--- config.mk ---
export PLATFORM = sky130hd
export DESIGN_NAME = multicycle_control
export DESIGN_NICKNAME = d
export VERILOG_FILES = /design/src/rtl/control_pkg.sv /design/src/rtl/wait_timer.sv /design/src/rtl/multicycle_control.sv
export SDC_FILE = /design/constraint.sdc
export NUM_CORES = 1
export LEC_CHECK = 0
export CAP_MARGIN = 20
export CORE_ASPECT_RATIO = 0.9
export CORE_MARGIN = 5
export CORE_UTILIZATION = 40
export CTS_CLUSTER_SIZE = 10
export DETAILED_ROUTE_END_ITERATION = 8
export PLACE_DENSITY = 0.79
export SETUP_SLACK_MARGIN = 0.02
export SLEW_MARGIN = 20
export SYNTH_ARGS = -nofsm -noshare
export SYNTH_HDL_FRONTEND = slang
export SYNTH_SLANG_ARGS = --single-unit
--- constraint.sdc ---
create_clock -name clk -period 2.7 [get_ports clk]
set_clock_uncertainty 0.1 [all_clocks]
set_input_delay 0.54 -clock clk [delete_from_list [all_inputs] [get_ports clk]]
set_output_delay 0.54 -clock clk [all_outputs]
set_load 0.03 [all_outputs]
--- src/rtl/control_pkg.sv ---
// Shared definitions for the multicycle MIPS control unit.
//   - opcode constants for every supported instruction
//   - 4-bit state encoding of the control FSM
//   - ALU operation codes (3-bit, zero-extended by the top when wider)
//   - reg_dst, mem_to_reg, alu_src_b and pc_source mux encodings
//   - helper identifying the states that wait on the memory handshake
package control_pkg;

  localparam logic [5:0] OP_R    = 6'h00;
  localparam logic [5:0] OP_J    = 6'h02;
  localparam logic [5:0] OP_JAL  = 6'h03;
  localparam logic [5:0] OP_BEQ  = 6'h04;
  localparam logic [5:0] OP_BNE  = 6'h05;
  localparam logic [5:0] OP_ADDI = 6'h08;
  localparam logic [5:0] OP_ORI  = 6'h0D;
  localparam logic [5:0] OP_LW   = 6'h23;
  localparam logic [5:0] OP_SW   = 6'h2B;

  typedef enum logic [3:0] {
    S_FETCH    = 4'd0,
    S_DECODE   = 4'd1,
    S_MEM_ADDR = 4'd2,
    S_MEM_RD   = 4'd3,
    S_MEM_WB   = 4'd4,
    S_MEM_WR   = 4'd5,
    S_EXEC_R   = 4'd6,
    S_EXEC_I   = 4'd7,
    S_ALU_WB   = 4'd8,
    S_BRANCH   = 4'd9,
    S_JUMP     = 4'd10,
    S_JAL      = 4'd11
  } state_t;

  localparam logic [2:0] ALU_ADD   = 3'b100;
  localparam logic [2:0] ALU_OR    = 3'b101;
  localparam logic [2:0] ALU_FUNCT = 3'b111;
  localparam logic [2:0] ALU_SUB   = 3'b001;

  localparam logic [1:0] REG_DST_RT = 2'b00;
  localparam logic [1:0] REG_DST_RD = 2'b01;
  localparam logic [1:0] REG_DST_RA = 2'b10;

  localparam logic [1:0] M2R_ALU = 2'b00;
  localparam logic [1:0] M2R_MDR = 2'b01;
  localparam logic [1:0] M2R_PC  = 2'b10;

  localparam logic [1:0] SRCB_RT     = 2'b00;
  localparam logic [1:0] SRCB_FOUR   = 2'b01;
  localparam logic [1:0] SRCB_IMM    = 2'b10;
  localparam logic [1:0] SRCB_IMM_SH = 2'b11;

  localparam logic [1:0] PCSRC_ALU    = 2'b00;
  localparam logic [1:0] PCSRC_ALUOUT = 2'b01;
  localparam logic [1:0] PCSRC_JUMP   = 2'b10;

  // States that hold a memory strobe and stall until mem_ready.
  function automatic logic is_wait_state(input state_t s);
    return (s == S_FETCH) || (s == S_MEM_RD) || (s == S_MEM_WR);
  endfunction

endpackage

--- src/rtl/wait_timer.sv ---
// Saturating counter of consecutive memory stall cycles.
//   clk    : rising-edge clock
//   reset  : asynchronous active-low reset, clears the count
//   clear  : synchronous clear (state change or abort)
//   stall  : current cycle is a memory wait with mem_ready low
//   expire : high in the TIMEOUT-th consecutive stall cycle; never high
//            when TIMEOUT is 0
module wait_timer #(
  parameter int TIMEOUT = 16
) (
  input  logic clk,
  input  logic reset,
  input  logic clear,
  input  logic stall,
  output logic expire
);

  localparam int W   = (TIMEOUT < 2) ? 1 : $clog2(TIMEOUT + 1);
  localparam int SAT = (TIMEOUT == 0) ? 1 : TIMEOUT;
  localparam int LST = (TIMEOUT == 0) ? 0 : TIMEOUT - 1;
  localparam logic [W-1:0] SAT_V = W'(SAT);
  localparam logic [W-1:0] LST_V = W'(LST);
  localparam logic         EN    = (TIMEOUT != 0);

  logic [W-1:0] cnt;

  always_ff @(posedge clk or negedge reset) begin
    if (!reset) begin
      cnt <= '0;
    end else if (clear) begin
      cnt <= '0;
    end else if (stall && (cnt != SAT_V)) begin
      cnt <= cnt + W'(1);
    end
  end

  // cnt holds the number of earlier stall cycles, so the current stall is
  // the TIMEOUT-th one when cnt == TIMEOUT-1.
  assign expire = EN && stall && (cnt == LST_V);

endmodule

--- src/rtl/multicycle_control.sv ---
// Multicycle MIPS control unit: a Moore FSM sequencing fetch, decode,
// execute, memory and write-back, stalling on mem_ready.
//   clk, reset          : clock, asynchronous active-low reset
//   op                  : opcode from the IR, sampled in DECODE
//   mem_ready           : memory completes the current access this cycle
//   pc_write, branch_eq, branch_ne, pc_source : PC update controls
//   iord, mem_read, mem_write, ir_write       : memory / IR controls
//   reg_dst, mem_to_reg, reg_write            : register-file controls
//   alu_src_a, alu_src_b, alu_op              : ALU controls
//   illegal_op  : one-cycle pulse on an unsupported opcode
//   mem_timeout : sticky flag, set when a memory wait is aborted
//   instr_done  : pulse in the last cycle of each instruction
//   state       : current FSM state for observation
// Handshake: a memory strobe stays high in its state; the access completes
// in the cycle where the strobe and mem_ready are both high. mem_ready is
// ignored in every other state.
module multicycle_control
  import control_pkg::*;
#(
  parameter int ALUOP_W = 3,
  parameter int TIMEOUT = 16
) (
  input  logic               clk,
  input  logic               reset,
  input  logic [5:0]         op,
  input  logic               mem_ready,
  output logic               pc_write,
  output logic               branch_eq,
  output logic               branch_ne,
  output logic               iord,
  output logic               mem_read,
  output logic               mem_write,
  output logic               ir_write,
  output logic [1:0]         reg_dst,
  output logic [1:0]         mem_to_reg,
  output logic               reg_write,
  output logic               alu_src_a,
  output logic [1:0]         alu_src_b,
  output logic [ALUOP_W-1:0] alu_op,
  output logic [1:0]         pc_source,
  output logic               illegal_op,
  output logic               mem_timeout,
  output logic               instr_done,
  output state_t             state
);

  state_t cur_state, next_state;

  // Opcode-derived bits captured in DECODE for the later states.
  logic sel_sw, sel_bne, sel_ori, dst_rd;
  logic timeout_q;

  logic stall, expire, clear;
  logic [2:0] alu_code;
  logic pc_write_c, ir_write_c, reg_write_c, mem_write_c;
  logic instr_done_c, illegal_c;

  assign stall = is_wait_state(cur_state) && !mem_ready;
  assign clear = (next_state != cur_state) || expire;

  wait_timer #(.TIMEOUT(TIMEOUT)) u_wait_timer (
    .clk    (clk),
    .reset  (reset),
    .clear  (clear),
    .stall  (stall),
    .expire (expire)
  );

  always_ff @(posedge clk or negedge reset) begin
    if (!reset) begin
      cur_state <= S_FETCH;
    end else begin
      cur_state <= next_state;
    end
  end

  always_ff @(posedge clk or negedge reset) begin
    if (!reset) begin
      sel_sw  <= 1'b0;
      sel_bne <= 1'b0;
      sel_ori <= 1'b0;
      dst_rd  <= 1'b0;
    end else if (cur_state == S_DECODE) begin
      sel_sw  <= (op == OP_SW);
      sel_bne <= (op == OP_BNE);
      sel_ori <= (op == OP_ORI);
      dst_rd  <= (op == OP_R);
    end
  end

  always_ff @(posedge clk or negedge reset) begin
    if (!reset) begin
      timeout_q <= 1'b0;
    end else if (expire) begin
      timeout_q <= 1'b1;
    end
  end

  always_comb begin
    next_state   = cur_state;
    pc_write_c   = 1'b0;
    ir_write_c   = 1'b0;
    reg_write_c  = 1'b0;
    mem_write_c  = 1'b0;
    instr_done_c = 1'b0;
    illegal_c    = 1'b0;
    branch_eq    = 1'b0;
    branch_ne    = 1'b0;
    iord         = 1'b0;
    mem_read     = 1'b0;
    reg_dst      = REG_DST_RT;
    mem_to_reg   = M2R_ALU;
    alu_src_a    = 1'b0;
    alu_src_b    = SRCB_RT;
    alu_code     = 3'b000;
    pc_source    = PCSRC_ALU;

    case (cur_state)
      S_FETCH: begin
        mem_read  = 1'b1;
        alu_src_b = SRCB_FOUR;
        alu_code  = ALU_ADD;
        if (mem_ready) begin
          pc_write_c = 1'b1;
          ir_write_c = 1'b1;
          next_state = S_DECODE;
        end
      end
      S_DECODE: begin
        alu_src_b = SRCB_IMM_SH;
        alu_code  = ALU_ADD;
        case (op)
          OP_LW, OP_SW:    next_state = S_MEM_ADDR;
          OP_R:            next_state = S_EXEC_R;
          OP_ADDI, OP_ORI: next_state = S_EXEC_I;
          OP_BEQ, OP_BNE:  next_state = S_BRANCH;
          OP_J:            next_state = S_JUMP;
          OP_JAL:          next_state = S_JAL;
          default: begin
            illegal_c    = 1'b1;
            instr_done_c = 1'b1;
            next_state   = S_FETCH;
          end
        endcase
      end
      S_MEM_ADDR: begin
        alu_src_a  = 1'b1;
        alu_src_b  = SRCB_IMM;
        alu_code   = ALU_ADD;
        next_state = sel_sw ? S_MEM_WR : S_MEM_RD;
      end
      S_MEM_RD: begin
        mem_read = 1'b1;
        iord     = 1'b1;
        if (mem_ready) next_state = S_MEM_WB;
      end
      S_MEM_WB: begin
        reg_write_c  = 1'b1;
        reg_dst      = REG_DST_RT;
        mem_to_reg   = M2R_MDR;
        instr_done_c = 1'b1;
        next_state   = S_FETCH;
      end
      S_MEM_WR: begin
        mem_write_c = 1'b1;
        iord        = 1'b1;
        if (mem_ready) begin
          instr_done_c = 1'b1;
          next_state   = S_FETCH;
        end
      end
      S_EXEC_R: begin
        alu_src_a  = 1'b1;
        alu_src_b  = SRCB_RT;
        alu_code   = ALU_FUNCT;
        next_state = S_ALU_WB;
      end
      S_EXEC_I: begin
        alu_src_a  = 1'b1;
        alu_src_b  = SRCB_IMM;
        alu_code   = sel_ori ? ALU_OR : ALU_ADD;
        next_state = S_ALU_WB;
      end
      S_ALU_WB: begin
        reg_write_c  = 1'b1;
        reg_dst      = dst_rd ? REG_DST_RD : REG_DST_RT;
        mem_to_reg   = M2R_ALU;
        instr_done_c = 1'b1;
        next_state   = S_FETCH;
      end
      S_BRANCH: begin
        alu_src_a    = 1'b1;
        alu_src_b    = SRCB_RT;
        alu_code     = ALU_SUB;
        pc_source    = PCSRC_ALUOUT;
        branch_eq    = !sel_bne;
        branch_ne    = sel_bne;
        instr_done_c = 1'b1;
        next_state   = S_FETCH;
      end
      S_JUMP: begin
        pc_write_c   = 1'b1;
        pc_source    = PCSRC_JUMP;
        instr_done_c = 1'b1;
        next_state   = S_FETCH;
      end
      S_JAL: begin
        pc_write_c   = 1'b1;
        pc_source    = PCSRC_JUMP;
        reg_write_c  = 1'b1;
        reg_dst      = REG_DST_RA;
        mem_to_reg   = M2R_PC;
        instr_done_c = 1'b1;
        next_state   = S_FETCH;
      end
      default: begin
        next_state = S_FETCH;
      end
    endcase

    // Aborted memory wait: end the instruction without committing anything.
    if (expire) begin
      next_state   = S_FETCH;
      instr_done_c = 1'b1;
      pc_write_c   = 1'b0;
      ir_write_c   = 1'b0;
      reg_write_c  = 1'b0;
    end
  end

  // Architectural enables are gated by reset directly so they drop the
  // moment reset asserts; the state register already shows FETCH then.
  assign pc_write    = pc_write_c   & reset;
  assign ir_write    = ir_write_c   & reset;
  assign reg_write   = reg_write_c  & reset;
  assign mem_write   = mem_write_c  & reset;
  assign instr_done  = instr_done_c & reset;
  assign illegal_op  = illegal_c    & reset;
  assign alu_op      = ALUOP_W'(alu_code);
  assign mem_timeout = timeout_q;
  assign state       = cur_state;

endmodule

==> results <==
- STA puts the critical path data arrival time at 2.00 ns.
- The floorplan step defined a core boundary enclosing 0.00311 mm².
- TritonCTS built the clock tree.
- Averaged over all synthesized cells, the footprint is 7.59 µm².
- The initial antenna violation count was 0.
- The run finished with clean final reports.
- In this run the cell area measured after placement is 0.00185 mm².
- The post-detailed-placement half-perimeter wirelength is 3.03 mm.
- The timing-limited maximum frequency is 379 MHz.
- The fraction of registers with async set or reset after synthesis is 100%.
- In this run the worst setup path begins at u_wait_timer.cnt[1].
- The area of the die is 0.00457 mm².
- For this run, the leading register cell type out of synthesis is sky130_fd_sc_hd__dfrtp_1.
- In this run the number of H-tree levels came out at 1.
- The die is 70.7 µm wide.
- For this run, the share of the core covered by cells in the final layout is 62.9%.
- Yosys attributes the largest share of cell area to sky130_fd_sc_hd__dfrtp_1 (26%), sky130_fd_sc_hd__nor4_1 (5.7%), sky130_fd_sc_hd__a211oi_1 (4.0%).
- The first detailed-routing pass took 4 iterations.
- The classification of the worst-slack hold path is primary input to async pin.
- The total number of yosys warnings is 0.
- The final clock period utilization by the worst path is 97.7%.
- In the final layout, the share of cells above drive strength 1 is 27.6%.
- The number of fill cells in the layout is 281.
- For this configuration, the core starts out at a cell density of 42.6%.
- The synthesized design spends more area on one cell type than any other, namely sky130_fd_sc_hd__dfrtp_1.
- The post-synthesis sequential area ratio is 26.4%.
- The number of sinks on the clock net is 14.
- When the netlist entered floorplanning its net count stood at 187.
- The later pin in the worst-skew pair is clocked with a latency of 0.25 ns.
- The library cell used as clock root buffer is sky130_fd_sc_hd__clkbuf_8.
- 36 I/O pins were placed.
- At the worst endpoint, the required time is 2.06 ns.
- The max capacitance violation total is 0.
- After synthesis, the largest area contributor takes up 26.4% of total cell area.
- The final number of setup-violating endpoints is 0.
- Global routing used 17.5% of the available tracks.
- The number of antenna diodes is 0.
- The number of global-route vias before repair is 1,410.
- The number of failing hold endpoints at the final stage was 0.
- The gate count after technology mapping is 175.
- Across the whole layout, storage elements account for 352 µm².
- The worst setup path is launched from a register.
- The worst relative slew slack is 39.9%.
- The placement-stage worst setup slack is -0.0869 ns.
- The total congestion overflow after global routing is 0.
- The first global-routing pass estimated 6.57 mm of wire.
- The number of buffers inserted during clock tree synthesis is 3.
- After the last flow step, the layout net total stands at 241.
- The transition time at the pin with the least slew margin is 0.890 ns.
- The analysis attributes to cell leakage a power of 0.920 nW.
- The launch point of the worst reg-to-reg path is state[1].
- The footprint of the multi-input gates is 916 µm².
- Entering global routing, the biggest net connects 15 pins.
- The remaining routing DRC violations is 0.
- The largest fanout of any net on the critical path is 4.
- The worst path in the final design needs a cycle of 2.64 ns, including I/O delays and setup.
- The number of hold buffers added after CTS is 0.
- The number of slew-limit violations in the final report is 0.
- After the flow finishes, the layout carries non-filler instances totaling 270.
- Wires add up to 3.81 mm.
- At the end of routability-driven placement, the weighted congestion stood at 0.846.
- The maximum root-to-sink buffer count is 2.
- The routed via count is 1,497.
- The area growth from synthesis to layout is 47.5%.
- The floorplan row count is 19.
- The distinct cell type count of the synthesized netlist is 43.
- The post-synthesis instance area is 0.00133 mm².
- Setup repair after global routing could not meet its margin everywhere.
- In this run, synthesis produced a sequential element count of 14.
- The per-cell routed wire length is 14.1 µm.
- The final worst setup slack is 0.0625 ns.
- The number of enable-type register cells in the synthesized netlist is 0.
- The critical path is of the register to output pin type.
- The number of placed instances, taps included is 265.
- The endpoint class of the critical path is an output pin.
- The count of nets left with antenna violations once routing finished came out at 0.
- The count of buffers inserted at the top-level ports is 35.
- The highest ir drop seen on vdd is 0.391 mV.
- The clock-pin slew on the worst setup and hold paths is 0.06 ns.
- The via-per-instance ratio is 5.54.
- After the first detailed-routing iteration, the DRC count stood at 131.
- The final hold slack is 0.371 ns.
- For this design the ratio of total power to cell area is 796 mW/mm².
- The design area is 0.00196 mm².
- The die is 64.7 µm tall.
- By count the netlist is led by sky130_fd_sc_hd__dfrtp_1 (14), sky130_fd_sc_hd__nand2_1 (14), sky130_fd_sc_hd__nor2_1 (14).
==> per-stage QoR <==
| step | power, mW | setup TNS [ns] |
|---|---|---|
| 2_1_floorplan | 0.957 | 0 |
| 3_3_place_gp | 1.35 | -0.0592 |
| 3_5_place_dp | 1.36 | -0.353 |
| 4_1_cts | 1.56 | -0.0120 |
| 5_1_grt | 1.66 | -0.0252 |
| 6_report | 1.56 | 0 |
==> power breakdown <==
part / internal [mW] / switching (mW)
Clock: 0.129 / 0.0776
Sequential: 0.242 / 0.0539
Combinational: 0.453 / 0.602
Total: 0.824 / 0.733
==> critical path: stages (launching register included) <==
cell	delay, ns
sky130_fd_sc_hd__dfrtp_1	0.40
sky130_fd_sc_hd__ha_2	0.19
sky130_fd_sc_hd__and3_1	0.18
sky130_fd_sc_hd__ha_2	0.19
sky130_fd_sc_hd__nor2b_4	0.14
sky130_fd_sc_hd__o21bai_1	0.16
sky130_fd_sc_hd__a211oi_1	0.10
sky130_fd_sc_hd__o31a_1	0.26
sky130_fd_sc_hd__buf_6	0.14
==> state kept, by name (all words and copies together), names as in the netlist <==
signal	flops
sel_bne	1
u_wait_timer.cnt	5
state	4
sel_sw	1
mem_timeout	1
dst_rd	1
sel_ori	1
==> layout make-up <==
cell class,instances,share of cell area [%]
clock buffers,4,2.81
well taps,42,2.68
flip-flops and latches,14,18.0
multi-input cells,136,46.8
inverters,10,1.92
repair buffers,64,27.9
==> routing by layer <==
metal	vias up	GRT usage, %	part of all wire, %
li1	749	-	-
met1	696	24.2	47
met2	46	27.2	44
met3	6	3.40	7.2
met4	0	6.34	1.8
met5	-	0	0
==> worst paths after layout <==
check	to	slack, ns	cells after the start
min in group clk	mem_timeout	0.37	1
hold / removal	u_wait_timer.cnt[4]	0.37	1
hold reg to reg	mem_timeout	0.37	1
max in group asynchronous	state[0]	1.62	3
setup reg to reg	u_wait_timer.cnt[3]	0.25	6
setup / recovery	instr_done	0.06	8
==> cell usage in the layout, fill, tap and decap left out, drive strengths merged, types with 3 or more instances in the layout <==
| cell | netlist | routed |
|---|---|---|
| a211oi | 7 | 7 |
| a21oi | 7 | 7 |
| and3 | 4 | 4 |
| buf | 3 | 43 |
| clkbuf | 12 | 4 |
| clkdlybuf4s50 | 0 | 13 |
| dfrtp | 14 | 14 |
| dlygate4sd2 | 0 | 3 |
| dlymetal6s2s | 0 | 5 |
| ha | 3 | 3 |
| inv | 10 | 10 |
| mux2i | 4 | 4 |
| nand2 | 14 | 14 |
| nand2b | 5 | 5 |
| nand3 | 4 | 4 |
| nand3b | 3 | 3 |
| nor2 | 14 | 14 |
| nor2b | 6 | 6 |
| nor3 | 8 | 8 |
| nor4 | 12 | 12 |
| o21ai | 6 | 6 |
| o31a | 5 | 5 |
| o31ai | 5 | 5 |
| xnor2 | 4 | 4 |
==> cell families (layout without fill, tap and decap cells) <==
kind of cell	count (synthesis)	count (layout)	synth area share, %
DFF	14	14	26.4
buffers and inverters	25	78	7.63
adders and majority gates	3	3	2.83
and+or+nand+nor	82	82	33.9
xor gates and xnor gates	4	4	2.64
AOI/OAI and AO/OA	42	42	22.7
muxes	5	5	3.86
==> what timing repair did <==
action | in CTS | in global routing
endpoints found under the setup margin | 3 | 5
buffers inserted | 1 | 1
pin swaps | 7 | 5
resized for setup | 11 | 9
Power figures use the tool's default switching activity.
